`src/rtl/femto8_pkg.sv`:
```
// Shared constants and types for the femto8 UART transmitter slice.
package femto8_pkg;

  localparam logic [7:0] TX_ADDR_DEF   = 8'h0F;
  localparam logic [7:0] STAT_ADDR_DEF = 8'h0E;

  localparam int unsigned ST_BUSY  = 0;
  localparam int unsigned ST_FULL  = 1;
  localparam int unsigned ST_OVF   = 2;
  localparam int unsigned ST_EMPTY = 3;

  typedef enum logic [1:0] {
    TX_IDLE,
    TX_START,
    TX_DATA,
    TX_STOP
  } tx_state_e;

endpackage

```
`src/rtl/femto8_fifo.sv`:
```
// Synchronous FIFO; pushes into a full FIFO and pops from an empty one are ignored.
module femto8_fifo #(
  parameter int unsigned WIDTH = 8,
  parameter int unsigned DEPTH = 4
) (
  input  logic                     clk,
  input  logic                     rst_n,
  input  logic                     push,
  input  logic                     pop,
  input  logic [WIDTH-1:0]         wdata,
  output logic [WIDTH-1:0]         rdata,
  output logic                     full,
  output logic                     empty,
  output logic [$clog2(DEPTH):0]   count
);

  localparam int unsigned AW = $clog2(DEPTH);

  logic [WIDTH-1:0] mem_q [DEPTH];
  logic [AW-1:0]    wr_ptr_q, wr_ptr_d;
  logic [AW-1:0]    rd_ptr_q, rd_ptr_d;
  logic [AW:0]      count_q, count_d;
  logic             do_push, do_pop;

  assign full    = (count_q == (AW+1)'(DEPTH));
  assign empty   = (count_q == '0);
  assign count   = count_q;
  assign rdata   = mem_q[rd_ptr_q];
  assign do_push = push && !full;
  assign do_pop  = pop && !empty;

  always_comb begin
    wr_ptr_d = wr_ptr_q;
    rd_ptr_d = rd_ptr_q;
    count_d  = count_q;
    if (do_push) wr_ptr_d = wr_ptr_q + AW'(1);
    if (do_pop)  rd_ptr_d = rd_ptr_q + AW'(1);
    case ({do_push, do_pop})
      2'b10:   count_d = count_q + (AW+1)'(1);
      2'b01:   count_d = count_q - (AW+1)'(1);
      default: count_d = count_q;
    endcase
  end

  always_ff @(posedge clk or negedge rst_n) begin
    if (!rst_n) begin
      wr_ptr_q <= '0;
      rd_ptr_q <= '0;
      count_q  <= '0;
    end else begin
      wr_ptr_q <= wr_ptr_d;
      rd_ptr_q <= rd_ptr_d;
      count_q  <= count_d;
    end
  end

  always_ff @(posedge clk) begin
    if (do_push) mem_q[wr_ptr_q] <= wdata;
  end

endmodule

```
`src/rtl/femto8_uart_tx.sv`:
```
// Memory-mapped 8N1 transmitter: CPU stores to TX_ADDR are queued and shifted out on txd.
module femto8_uart_tx
  import femto8_pkg::*;
#(
  parameter int unsigned CLKS_PER_BIT = 16,
  parameter int unsigned FIFO_DEPTH   = 4,
  parameter logic [7:0]  TX_ADDR      = TX_ADDR_DEF,
  parameter logic [7:0]  STAT_ADDR    = STAT_ADDR_DEF
) (
  input  logic       clk,
  input  logic       reset,
  input  logic [7:0] address,
  input  logic [7:0] wdata,
  input  logic       write,
  output logic [7:0] rdata,
  output logic       sel,
  output logic       txd,
  output logic       busy
);

  localparam int unsigned BW = $clog2(CLKS_PER_BIT);
  localparam logic [BW-1:0] BAUD_TC = BW'(CLKS_PER_BIT - 1);

  tx_state_e   state_q, state_d;
  logic [BW-1:0] baud_q, baud_d;
  logic [2:0]  bit_q, bit_d;
  logic [7:0]  sh_q, sh_d;
  logic        txd_q, txd_d;
  logic        ovf_q, ovf_d;

  logic        push_req, clr_req, pop;
  logic        fifo_full, fifo_empty;
  logic [7:0]  fifo_rdata;
  logic [$clog2(FIFO_DEPTH):0] fifo_count;
  logic        unused_fifo_count;
  logic        baud_done;
  logic [7:0]  status;

  assign push_req  = write && (address == TX_ADDR);
  assign clr_req   = write && (address == STAT_ADDR);
  assign baud_done = (baud_q == BAUD_TC);
  assign unused_fifo_count = ^fifo_count;

  femto8_fifo #(
    .WIDTH (8),
    .DEPTH (FIFO_DEPTH)
  ) u_fifo (
    .clk   (clk),
    .rst_n (reset),
    .push  (push_req),
    .pop   (pop),
    .wdata (wdata),
    .rdata (fifo_rdata),
    .full  (fifo_full),
    .empty (fifo_empty),
    .count (fifo_count)
  );

  always_comb begin
    state_d = state_q;
    baud_d  = baud_q;
    bit_d   = bit_q;
    sh_d    = sh_q;
    pop     = 1'b0;
    case (state_q)
      TX_IDLE: begin
        if (!fifo_empty) begin
          pop     = 1'b1;
          sh_d    = fifo_rdata;
          bit_d   = '0;
          baud_d  = '0;
          state_d = TX_START;
        end
      end
      TX_START: begin
        if (baud_done) begin
          baud_d  = '0;
          state_d = TX_DATA;
        end else begin
          baud_d = baud_q + BW'(1);
        end
      end
      TX_DATA: begin
        if (baud_done) begin
          baud_d = '0;
          sh_d   = {1'b0, sh_q[7:1]};
          if (bit_q == 3'd7) begin
            bit_d   = '0;
            state_d = TX_STOP;
          end else begin
            bit_d = bit_q + 3'd1;
          end
        end else begin
          baud_d = baud_q + BW'(1);
        end
      end
      TX_STOP: begin
        if (baud_done) begin
          baud_d = '0;
          // Chain straight into the next start bit when more data is queued.
          if (!fifo_empty) begin
            pop     = 1'b1;
            sh_d    = fifo_rdata;
            bit_d   = '0;
            state_d = TX_START;
          end else begin
            state_d = TX_IDLE;
          end
        end else begin
          baud_d = baud_q + BW'(1);
        end
      end
      default: state_d = TX_IDLE;
    endcase

    // txd is registered from the next state so the line changes on the same edge as the FSM.
    case (state_d)
      TX_START: txd_d = 1'b0;
      TX_DATA:  txd_d = sh_d[0];
      default:  txd_d = 1'b1;
    endcase

    if (push_req && fifo_full) ovf_d = 1'b1;
    else if (clr_req)          ovf_d = 1'b0;
    else                       ovf_d = ovf_q;
  end

  always_ff @(posedge clk or negedge reset) begin
    if (!reset) begin
      state_q <= TX_IDLE;
      baud_q  <= '0;
      bit_q   <= '0;
      sh_q    <= '0;
      txd_q   <= 1'b1;
      ovf_q   <= 1'b0;
    end else begin
      state_q <= state_d;
      baud_q  <= baud_d;
      bit_q   <= bit_d;
      sh_q    <= sh_d;
      txd_q   <= txd_d;
      ovf_q   <= ovf_d;
    end
  end

  assign txd  = txd_q;
  assign busy = !fifo_empty || (state_q != TX_IDLE);
  assign sel  = (address == STAT_ADDR);

  always_comb begin
    status           = '0;
    status[ST_BUSY]  = busy;
    status[ST_FULL]  = fifo_full;
    status[ST_OVF]   = ovf_q;
    status[ST_EMPTY] = fifo_empty;
  end

  assign rdata = sel ? status : '0;

endmodule

```
`config.mk`:
```
export PLATFORM = sky130hd
export DESIGN_NAME = femto8_uart_tx
export DESIGN_NICKNAME = d
export VERILOG_FILES = /design/src/rtl/femto8_pkg.sv /design/src/rtl/femto8_fifo.sv /design/src/rtl/femto8_uart_tx.sv
export SDC_FILE = /design/constraint.sdc
export NUM_CORES = 1
export LEC_CHECK = 0
export ABC_AREA = 1
export CAP_MARGIN = 20
export CELL_PAD_IN_SITES_DETAIL_PLACEMENT = 0
export CELL_PAD_IN_SITES_GLOBAL_PLACEMENT = 2
export CORE_MARGIN = 2
export CORE_UTILIZATION = 38
export DETAILED_ROUTE_END_ITERATION = 6
export GPL_ROUTABILITY_DRIVEN = 0
export PLACE_DENSITY_LB_ADDON = 0.1
export SLEW_MARGIN = 40
export SYNTH_ARGS = -nofsm -noshare
export SYNTH_HDL_FRONTEND = slang
export SYNTH_HIERARCHICAL = 1
export SYNTH_SLANG_ARGS = --single-unit
```
`constraint.sdc`:
```
create_clock -name clk -period 6 [get_ports clk]
set_input_delay 1.2 -clock clk [delete_from_list [all_inputs] [get_ports clk]]
set_output_delay 1.2 -clock clk [all_outputs]
set_load 0.02 [all_outputs]
```
; Word-level counts from Yosys, hierarchy flattened
; Memories as Yosys holds them, arrays and structs flattened.
; Index checks and enable logic that the tools add are counted.
[op_classes]
addsub = 6
n_eq_ne = 15
mux = 29
n_reduce_logical = 16
[op_table]
columns = cell, n
row1 = $mux 8, 3
row2 = $pmux 8 s3, 1
row3 = $eq 8x4->1 const B, 2
row4 = $mux 3, 4
row5 = $mux 4, 3
row6 = $mux 2, 5
row7 = $pmux 3 s3, 1
row8 = $eq 2x2->1 const B, 4
row9 = $pmux 2 s4, 1
row10 = $pmux 4 s2, 1
row11 = $mux 1, 7
row12 = $add 3x1->3 const B, 2
row13 = $eq 2x1->1 const B, 3
row14 = $eq 3x3->1 const B, 2
row15 = $ne 2x2->1 const B, 3
row16 = $pmux 3 s2, 1
row17 = $reduce_bool 2->1, 3
row18 = $logic_and 1x1->1, 5
row19 = $add 2x1->2 const B, 2
row20 = $add 4x1->4 const B, 1
row21 = $eq 4x4->1 const B, 1
row22 = $pmux 1 s2, 2
row23 = $logic_not 3->1, 1
row24 = $reduce_and 3->1, 1
row25 = 6 further kinds, 7
[totals]
register_bits = 26
mem_bits_rw = 32
in_bits = 19
n_memories = 1
[mem_list]
columns = memory, depth, width, rd, rd_clocked_by_memory_dff, wr, line_no
row1 = u_fifo.mem_q, 4, 8, 1, 0, 1, femto8_fifo.sv:19  ; logic [WIDTH-1:0] mem_q [DEPTH];

; Logic depth before layout (Yosys ltp)
; Gate-level depths: netlist of run 1.
[logic_depth]
ltp_word = 7
ltp_mapped = 16

; Cells and area by module
; Netlist of run 1, hierarchy kept.
[modules_own_cells]
columns = mod, n_inst, cells_each, area_each_um2, seq_area_each_um2
row1 = femto8_fifo, 1, 154, 1741.7, 1136.1
row2 = femto8_uart_tx, 1, 183, 1321.3, 476.7

; Least setup slack after synthesis of run 1
; Ideal clock, no wire load.
[synth_timing]
path_type = input port to output port
start = input port address[5]
end = output port rdata[0]
arrival_time_ps = 2014
setup_slack_ps = 2786
path_stages = 3
n_path_buf = 0
cell_sequence = nor4_1 nand3_1 nor2_1
[synth_via]
elab_chain_len = 2
[synth_rtl]
columns = element, line_no
row1 = "start, declared", femto8_uart_tx.sv:12  ; input logic [7:0] address,
row2 = $eq 8x4->1, femto8_uart_tx.sv:148  ; assign sel = (address == STAT_ADDR);
row3 = $mux 4, femto8_uart_tx.sv:158  ; assign rdata = sel ? status : '0;
row4 = "end, declared", femto8_uart_tx.sv:15  ; output logic [7:0] rdata,
; Every way passes these cells.

; Final worst setup path of run 1
[layout_timing]
start = input port address[1]
end = output port rdata[1]
; The elaborated chain is that of the path after synthesis.

==> results.yml, run 1 <==
outcome:
  status: "finished clean"
yosys:
  synth_cell_types: 33
  syn_inst: 337
  syn_avg_cell_area_um2: 9.09
  ys_warn_count: 6
  ys_seq_area_share_pct: 52.7
  syn_area_um2: 3060
  ys_seq_elements: 58
  synth.largest_area_cell: "edfxtp_1"
  ys_top_cells_by_area: "edfxtp_1 (31%), dfrtp_1 (20%), nand2_1 (9.7%)"
  synth_top_area_share_pct: 31.4
floorplanning:
  die_w_um: 93.8
  initial_core_util_pct: 39.4
  core_area_um2: 7770
  die_area_um2: 8790
  die_y_um: 93.8
  std_cell_rows: 32
  ioPinCount: 30
sta:
  setup_viol: 0
  relSlewSlack_pct: 48.1
  rsz0062_at_grt: "no"
  setup_tns_ns: 0
  period_needed_ns: 4.23
  fin_hold_ws_ns: 0.471
  report.final.slew_viol_count: 0
  tightest_slew_ns: 0.776
  finalCritPeriodShare_pct: 70.5
  fmax_mhz: 236
  finClkSkew_ns: 0.00765
  hold_viol_final: 0
flow_run:
  cap_violations: 0
cts:
  cts_tree: "done"
  path_clk_slew_ns: 0.07
  cts_resized: 0
  cts-htree-levels: 3
  cts_root_buf: "clkbuf_8"
  insertion_delay_ns: 0.33
  post_cts_buffers: 0
  clkSinkCount: 58
  cts_made_buffers: 9
  clockBufferDepth: 2
  ctsHoldBuffers: 0
pwr:
  p_seq_share_pct: 38.1
  intPower_uw: 840
  p_leak_uw: 0.00165
  ir_worst_vdd_mv: 0.166
  p_comb_share_pct: 30.4
  clkPwrFrac_pct: 31.5
  power_density_nw_per_um2: 360
  sw_frac_of_total_pct: 35.1
  power.switching_uw: 454
worst_setup_path:
  end_kind: "primary output"
  cp-start-kind: "input port"
  crit_path_max_incr_delay_ns: 0.62
  path_cells: "clkdlybuf4s50_1 > inv_1 > nor4_1 > nand3_1 > nor2_1 > clkdlybuf4s50_1"
  crit_top_cell: "clkdlybuf4s50_1"
  critical_path_class: "in2out"
  worst_path_max_delay_cell: "clkdlybuf4s50_1"
  cp.arrival_ns: 3.03
  crit_fanout: 6
  worstPathRequired_ns: 4.80
finish:
  drive_above_1_share_pct: 7.28
  syn2layout_area_growth_pct: 17.3
  mostFrequentLayoutCells: "nand2_1 (79), inv_1 (65), edfxtp_1 (32), dfrtp_1 (25), clkdlybuf4s50_1 (25)"
  final_nets: 400
  antennaDiodeCount: 0
  final_cell_area_um2: 3590
  layout_commonest_cell: "nand2_1"
drt:
  wl_per_cell_um: 11.9
  ant_nets: 0
  dr.pass1.iters: 4
  drt_drc_violations_left: 0
  totalWireLength_um: 5630
  drt-initial-drc-count: 80
  via_per_inst: 4.56
  via_count: 2159
grt:
  grt_pass1_vias: 2097
  grt_max_degree: 35
  antenna_found_initial: 0
  grt_overflow: 0
  grt_pass1_wl_um: 9850
  grt_use_total_pct: 14.6
placement:
  dp_hpwl_um: 3950
  placed_cell_area_um2: 3360
  numPortBuffers: 25
hold_path:
  worstHoldPathType: "reg2reg"
## layout make-up
cell class / count / area (um2)
clock inverters: 7 / 101
flip-flops and latches: 58 / 1610
repair buffers: 26 / 258
multi-input cells: 203 / 1110
inverters: 68 / 255
clock buffers: 9 / 124
fillers: 777 / 4180
well taps: 102 / 128
## synthesized netlist by cell type
| cell type | count |
|---|---|
| nand3_2 | 1 |
| nor3b_1 | 1 |
| buf_4 | 5 |
| a21oi_1 | 16 |
| nand2_2 | 2 |
| buf_6 | 3 |
| buf_2 | 2 |
| nand3_4 | 1 |
| and2_1 | 1 |
| o21ai_4 | 1 |
| edfxtp_1 | 32 |
| a21oi_2 | 1 |
| nand4_1 | 2 |
| fa_1 | 1 |
| dfrtp_1 | 25 |
| clkinv_1 | 1 |
| clkbuf_8 | 1 |
| conb_1 | 1 |
| nor2_1 | 21 |
| ha_1 | 14 |
| xor2_1 | 1 |
| nand3_1 | 13 |
| inv_2 | 2 |
| xnor2_1 | 1 |
| inv_1 | 65 |
| o22ai_1 | 6 |
| o21bai_1 | 2 |
| nor4_1 | 1 |
| nor3_1 | 7 |
| dfstp_2 | 1 |
| o21ai_0 | 10 |
| o211ai_1 | 17 |
| nand2_1 | 79 |
## registers in the layout, summed over array words and instances, names as in the netlist, 2 cells and up
| signal | cells |
|---|---|
| baud_q | 4 |
| bit_q | 3 |
| sh_q | 8 |
| state_q | 2 |
| u_fifo/count | 3 |
| u_fifo/mem_q | 32 |
| u_fifo/rd_ptr_q | 2 |
| u_fifo/wr_ptr_q | 2 |
## cells by family after synthesis
kind of cell | Yosys count | synth area share (%)
AND/OR/NAND/NOR | 129 | 17.9
buffers and inverters | 79 | 11.4
flip-flops | 58 | 52.7
AO/OA/AOI/OAI | 53 | 10.9
adder cells (fa/ha/maj) | 15 | 6.37
XOR/XNOR | 2 | 0.572
other | 1 | 0.122
## layer usage
layer	wire length (um)	track usage, %
met5	0	0
met4	96	5.80
met3	147	3.37
met2	2580	23.1
met1	2810	19.4
## per-stage QoR
stage | total power (uW) | std cells | utilization (%) | worst slack (ns)
2_1_floorplan | 817 | 340 | - | 2.79
3_3_place_gp | 902 | 457 | 43.3 | 1.75
3_5_place_dp | 900 | 457 | 43.3 | 1.74
4_1_cts | 1310 | 473 | 46.2 | 1.73
5_1_grt | 1400 | 473 | 46.2 | 1.56
6_report | 1290 | 473 | 46.2 | 1.77
## worst max-delay path: cells and delay by family
family,cells,cell delay (ns)
buffers and inverters,3,1.11
and+or+nand+nor,3,0.73
## path summary, 6_finish.rpt
kind / startpoint / slack [ns] / cells past startpoint / end
max in group asynchronous: reset / 4.45 / 2 / txd
setup reg to reg: state_q[1] / 3.24 / 14 / u_fifo/count[2]
hold reg to reg: u_fifo/count[0] / 0.47 / 1 / u_fifo/count[0]
setup / recovery: address[1] / 1.77 / 6 / rdata[1]
min in group asynchronous: reset / 1.24 / 2 / sh_q[3]
hold / removal: u_fifo/count[0] / 0.47 / 1 / u_fifo/count[0]
## power by group through the flow
stage	sequential [uW]	combinational [uW]	clock, uW
floorplan	501	315	0
global placement	501	400	0
detailed placement	503	397	0
CTS	494	400	418
global route	501	461	437
finish	493	393	408
No activity file was read; power rests on OpenSTA's default activity.
==> run 2: changes to the inputs <==
- CORE_UTILIZATION: 38 -> 35
- clock period: 6 -> 4.15 ns (I/O delays scaled with it)
==> results.yml, run 2 (synthesis gave the netlist of run 1 again) <==
outcome:
  status: "finished clean"
pwr:
  ir_worst_vdd_mv: 0.156
  power_density_nw_per_um2: 487
  p_total_uw: 1730
  p_leak_uw: 0.00163
cts:
  post_cts_buffers: 0
  cts_made_buffers: 9
  ctsHoldBuffers: 0
  insertion_delay_ns: 0.33
  cts_resized: 0
  cts-htree-levels: 3
  cts_root_buf: "clkbuf_8"
  cts_tree: "done"
  clockBufferDepth: 2
  path_clk_slew_ns: 0.07
  clkSinkCount: 58
worst_setup_path:
  path_cells: "clkdlybuf4s50_1 > inv_1 > nor4_1 > nand3_1 > nor2_1 > clkdlybuf4s50_1"
  timing.rr.start: "state_q[1]"
  worstPathRequired_ns: 3.32
  worst_path_max_delay_cell: "clkdlybuf4s50_1"
  path_delay_family: "buffers and inverters"
  ff2ff_setup_slack_ns: 1.36
  crit_start: "address[1]"
  reg2reg_to: "u_fifo/count[2]"
  crit_top_cell: "clkdlybuf4s50_1"
  end_kind: "primary output"
  crit_fanout: 6
  cp-start-kind: "input port"
  critical_path_buf_inv_count: 3
  crit_path_max_incr_delay_ns: 0.61
  cp.arrival_ns: 2.64
  critical_path_class: "in2out"
  reg2reg_depth: 14
placement:
  numPortBuffers: 25
  pre_cts_ws_ns: 0.604
  dp_hpwl_um: 4020
  placed_cell_area_um2: 3380
sta:
  report.final.slew_viol_count: 0
  rsz0062_at_grt: "no"
  finalCritPeriodShare_pct: 83.7
  relSlewSlack_pct: 46.0
  period_needed_ns: 3.47
  setup_viol: 0
  fmax_mhz: 288
  setup_tns_ns: 0
  hold_viol_final: 0
  tightest_slew_ns: 0.807
  timing.final.ws_setup_ns: 0.675
  finClkSkew_ns: 0.0101
floorplanning:
  initial_core_util_pct: 35.6
  ioPinCount: 30
  die_w_um: 97.6
  die_area_um2: 9520
  die_y_um: 97.6
  core_area_um2: 8590
  std_cell_rows: 34
drt:
  ant_nets: 0
  drt-initial-drc-count: 48
  via_per_inst: 4.51
  wl_per_cell_um: 12.1
  via_count: 2166
  dr.pass1.iters: 4
  drt_drc_violations_left: 0
  totalWireLength_um: 5790
grt:
  grt_use_total_pct: 13.4
  grt_pass1_wl_um: 10000
  grt_overflow: 0
  grt_pass1_vias: 2070
  antenna_found_initial: 0
  grt_max_degree: 35
finish:
  fin_util_pct: 41.3
  final_nets: 401
  final_cell_area_um2: 3550
  drive_above_1_share_pct: 7.26
  layout_commonest_cell: "nand2_1"
  mostFrequentLayoutCells: "nand2_1 (79), inv_1 (65), edfxtp_1 (32), dfrtp_1 (25), clkdlybuf4s50_1 (25)"
  antennaDiodeCount: 0
  fill_cells: 865
  top_register: "u_fifo/mem_q"
  largest_register_ff_count: 32
  reg_top3: "u_fifo/mem_q: 32 flops, sh_q: 8 flops, baud_q: 4 flops"
  syn2layout_area_growth_pct: 16.0
hold_path:
  holdPathEnd: "u_fifo/count[0]"
  worstHoldStart: "u_fifo/count[0]"
  hold_depth: 1
  worstHoldPathType: "reg2reg"
flow_run:
  cap_violations: 0
run 2: final cells by class:
type / instances / area, um2 / share of cell area (%)
Sequential cell: 58 / 1610 / 45.4
Timing Repair Buffer: 27 / 265 / 7.47
Clock buffer: 9 / 124 / 3.49
Multi-Input combinational cell: 203 / 1110 / 31.3
Clock inverter: 7 / 46.3 / 1.30
Inverter: 68 / 255 / 7.19
Tap cell: 108 / 135 / 3.80
run 2: worst max-delay path by stage:
stage                     depth (start not counted)  slack [ns]       end
final                                             6        0.68  rdata[3]
after global routing                              6        0.46  rdata[0]
after CTS                                         6        0.60  rdata[3]
after detailed placement                          6        0.60  rdata[3]
after global placement                            6        0.66  rdata[0]
after floorplan                                   3        1.68  rdata[0]
run 2: power breakdown:
part	switching, uW	total (uW)	internal (uW)
clock	230	443	214
sequential	39.9	715	675
combinational	374	571	197
run 2: metal layers:
layer  global-route usage [%]  up-vias  wire, um
met1                     16.1      983      2660
met5                        0        -         0
met4                     3.85        0        36
met2                     23.2       37      2860
li1                         -     1144         -
met3                     4.17        2       227
run 2: through the flow:
step / instances / hold slack [ns]
after floorplan: 340 / 0.446
final: 480 / 0.479
after global routing: 480 / 0.512
after global placement: 464 / 0.460
after CTS: 480 / 0.485
after detailed placement: 464 / 0.469
run 2: worst register-to-register path: stages (launching register included):
cell     delay (ns)
dfrtp_1        0.42
inv_1          0.26
ha_1           0.23
inv_1          0.04
nand2_1        0.25
nor3b_1        0.39
nand2_1        0.16
inv_1          0.08
ha_1           0.15
inv_1          0.06
fa_1           0.37
nand2_1        0.10
nand3_1        0.07
nand2_1        0.06
nand2_1        0.04
==> run 3: changes to the inputs <==
- clock period: 4.15 -> 3.35 ns (I/O delays scaled with it)
==> results.yml, run 3 (synthesis gave the netlist of run 1 again) <==
grt:
  grt_use_total_pct: 13.8
  grt_max_degree: 35
  grt_pass1_wl_um: 10200
  grt_overflow: 0
  antenna_found_initial: 0
  grt_pass1_vias: 2177
cts:
  post_cts_buffers: 0
  cts-htree-levels: 3
  cts_resized: 0
  clkSinkCount: 58
  path_clk_slew_ns: 0.07
  cts_root_buf: "clkbuf_8"
  cts_made_buffers: 9
  insertion_delay_ns: 0.34
  clockBufferDepth: 2
  cts_tree: "done"
  ctsHoldBuffers: 0
floorplanning:
  die_w_um: 97.6
  die_area_um2: 9520
  core_area_um2: 8590
  initial_core_util_pct: 35.6
  ioPinCount: 30
  die_y_um: 97.6
  std_cell_rows: 34
worst_setup_path:
  ff2ff_setup_slack_ns: 0.78
  cp-start-kind: "input port"
  worstPathRequired_ns: 2.68
  critical_path_class: "in2out"
  crit_fanout: 6
  cp.arrival_ns: 2.44
  end_kind: "primary output"
sta:
  hold_viol_final: 0
  setup_viol: 0
  finalCritPeriodShare_pct: 92.8
  tightest_slew_ns: 0.647
  period_needed_ns: 3.11
  finClkSkew_ns: 0.00969
  fmax_mhz: 322
  rsz0062_at_grt: "no"
  setup_tns_ns: 0
  relSlewSlack_pct: 56.7
  report.final.slew_viol_count: 0
finish:
  fin_util_pct: 42.4
  largest_register_ff_count: 32
  reg_top3: "u_fifo/mem_q: 32 flops, sh_q: 8 flops, baud_q: 4 flops"
  syn2layout_area_growth_pct: 18.9
  final_nets: 406
  drive_above_1_share_pct: 8.49
  top_register: "u_fifo/mem_q"
  layout.cells.non_filler: 485
  final_cell_area_um2: 3640
  multi_input_area_um2: 1110
  ff_latch_area_um2: 1610
  mostFrequentLayoutCells: "nand2_1 (79), inv_1 (65), edfxtp_1 (32), dfrtp_1 (25), clkdlybuf4s50_1 (25)"
  layout_commonest_cell: "nand2_1"
  fill_cells: 866
  antennaDiodeCount: 0
pwr:
  intPower_uw: 1520
  power.switching_uw: 822
  sw_frac_of_total_pct: 35.1
  clkPwrFrac_pct: 31.3
  ir_worst_vdd_mv: 0.386
  power_density_nw_per_um2: 643
  p_leak_uw: 0.00168
  p_seq_share_pct: 37.8
  p_comb_share_pct: 30.9
  p_total_uw: 2340
drt:
  totalWireLength_um: 5850
  ant_nets: 0
  wl_per_cell_um: 12.1
  dr.pass1.iters: 4
  via_count: 2185
  drt_drc_violations_left: 0
  via_per_inst: 4.51
  drt-initial-drc-count: 69
placement:
  dp_hpwl_um: 4140
  numPortBuffers: 25
  place_inst: 469
  placed_cell_area_um2: 3420
hold_path:
  worstHoldPathType: "reg2reg"
flow_run:
  cap_violations: 0
outcome:
  status: "finished clean"
run 3: changes by cell type in the layout (fill, tap and decap cells not counted):
cell       before  now
bufinv_16       0    2
clkinv_2        2    0
inv_6           0    2
nor2_1         20   21
buf_4           2    7
clkinv_4        2    1
nor2_2          1    0
clkinv_1        2    1
run 3: final timing paths:
kind	endpoint	depth (start not counted)	start
max	rdata[2]	6	address[1]
min	u_fifo/count[0]	1	u_fifo/count[0]
max reg2reg	u_fifo/count[2]	14	state_q[1]
min reg2reg	u_fifo/count[0]	1	u_fifo/count[0]
max in group asynchronous	u_fifo/count[2]	2	reset
min in group asynchronous	bit_q[0]	1	reset
run 3: through the flow:
step / setup slack (ns) / hold slack [ns]
2_1_floorplan: 0.957 / 0.374
3_3_place_gp: 0.180 / 0.460
3_5_place_dp: 0.163 / 0.469
4_1_cts: 0.149 / 0.483
5_1_grt: 0.00752 / 0.502
6_report: 0.242 / 0.474
run 3: area by class of cell:
| class | instances | area share (%) |
|---|---|---|
| Clock buffer | 9 | 3.40 |
| Clock inverter | 7 | 2.78 |
| Inverter | 68 | 7.01 |
| Multi-Input combinational cell | 203 | 30.5 |
| Sequential cell | 58 | 44.3 |
| Tap cell | 108 | 3.71 |
| Timing Repair Buffer | 32 | 8.31 |
run 3: power groups by stage:
stage | combinational, uW | clock [uW] | sequential, uW
floorplan | 565 | 0 | 898
global placement | 734 | 0 | 897
detailed placement | 734 | 0 | 899
CTS | 738 | 760 | 884
global route | 855 | 789 | 895
finish | 724 | 732 | 884
run 3: worst max-delay path: stages:
cell and delay (ns):
clkdlybuf4s50_1 0.45, inv_1 0.03, nor4_1 0.29, nand3_1 0.24, nor2_1 0.14, clkdlybuf4s50_1 0.61
run 3: per-layer routing:
layer  vias up  routed length (um)  GRT usage [%]
met3         8                 238           4.10
met5         -                   0              0
met1       991                2810           16.9
li1       1153                   -              -
met4         0                 101           5.34
met2        33                2710           22.8
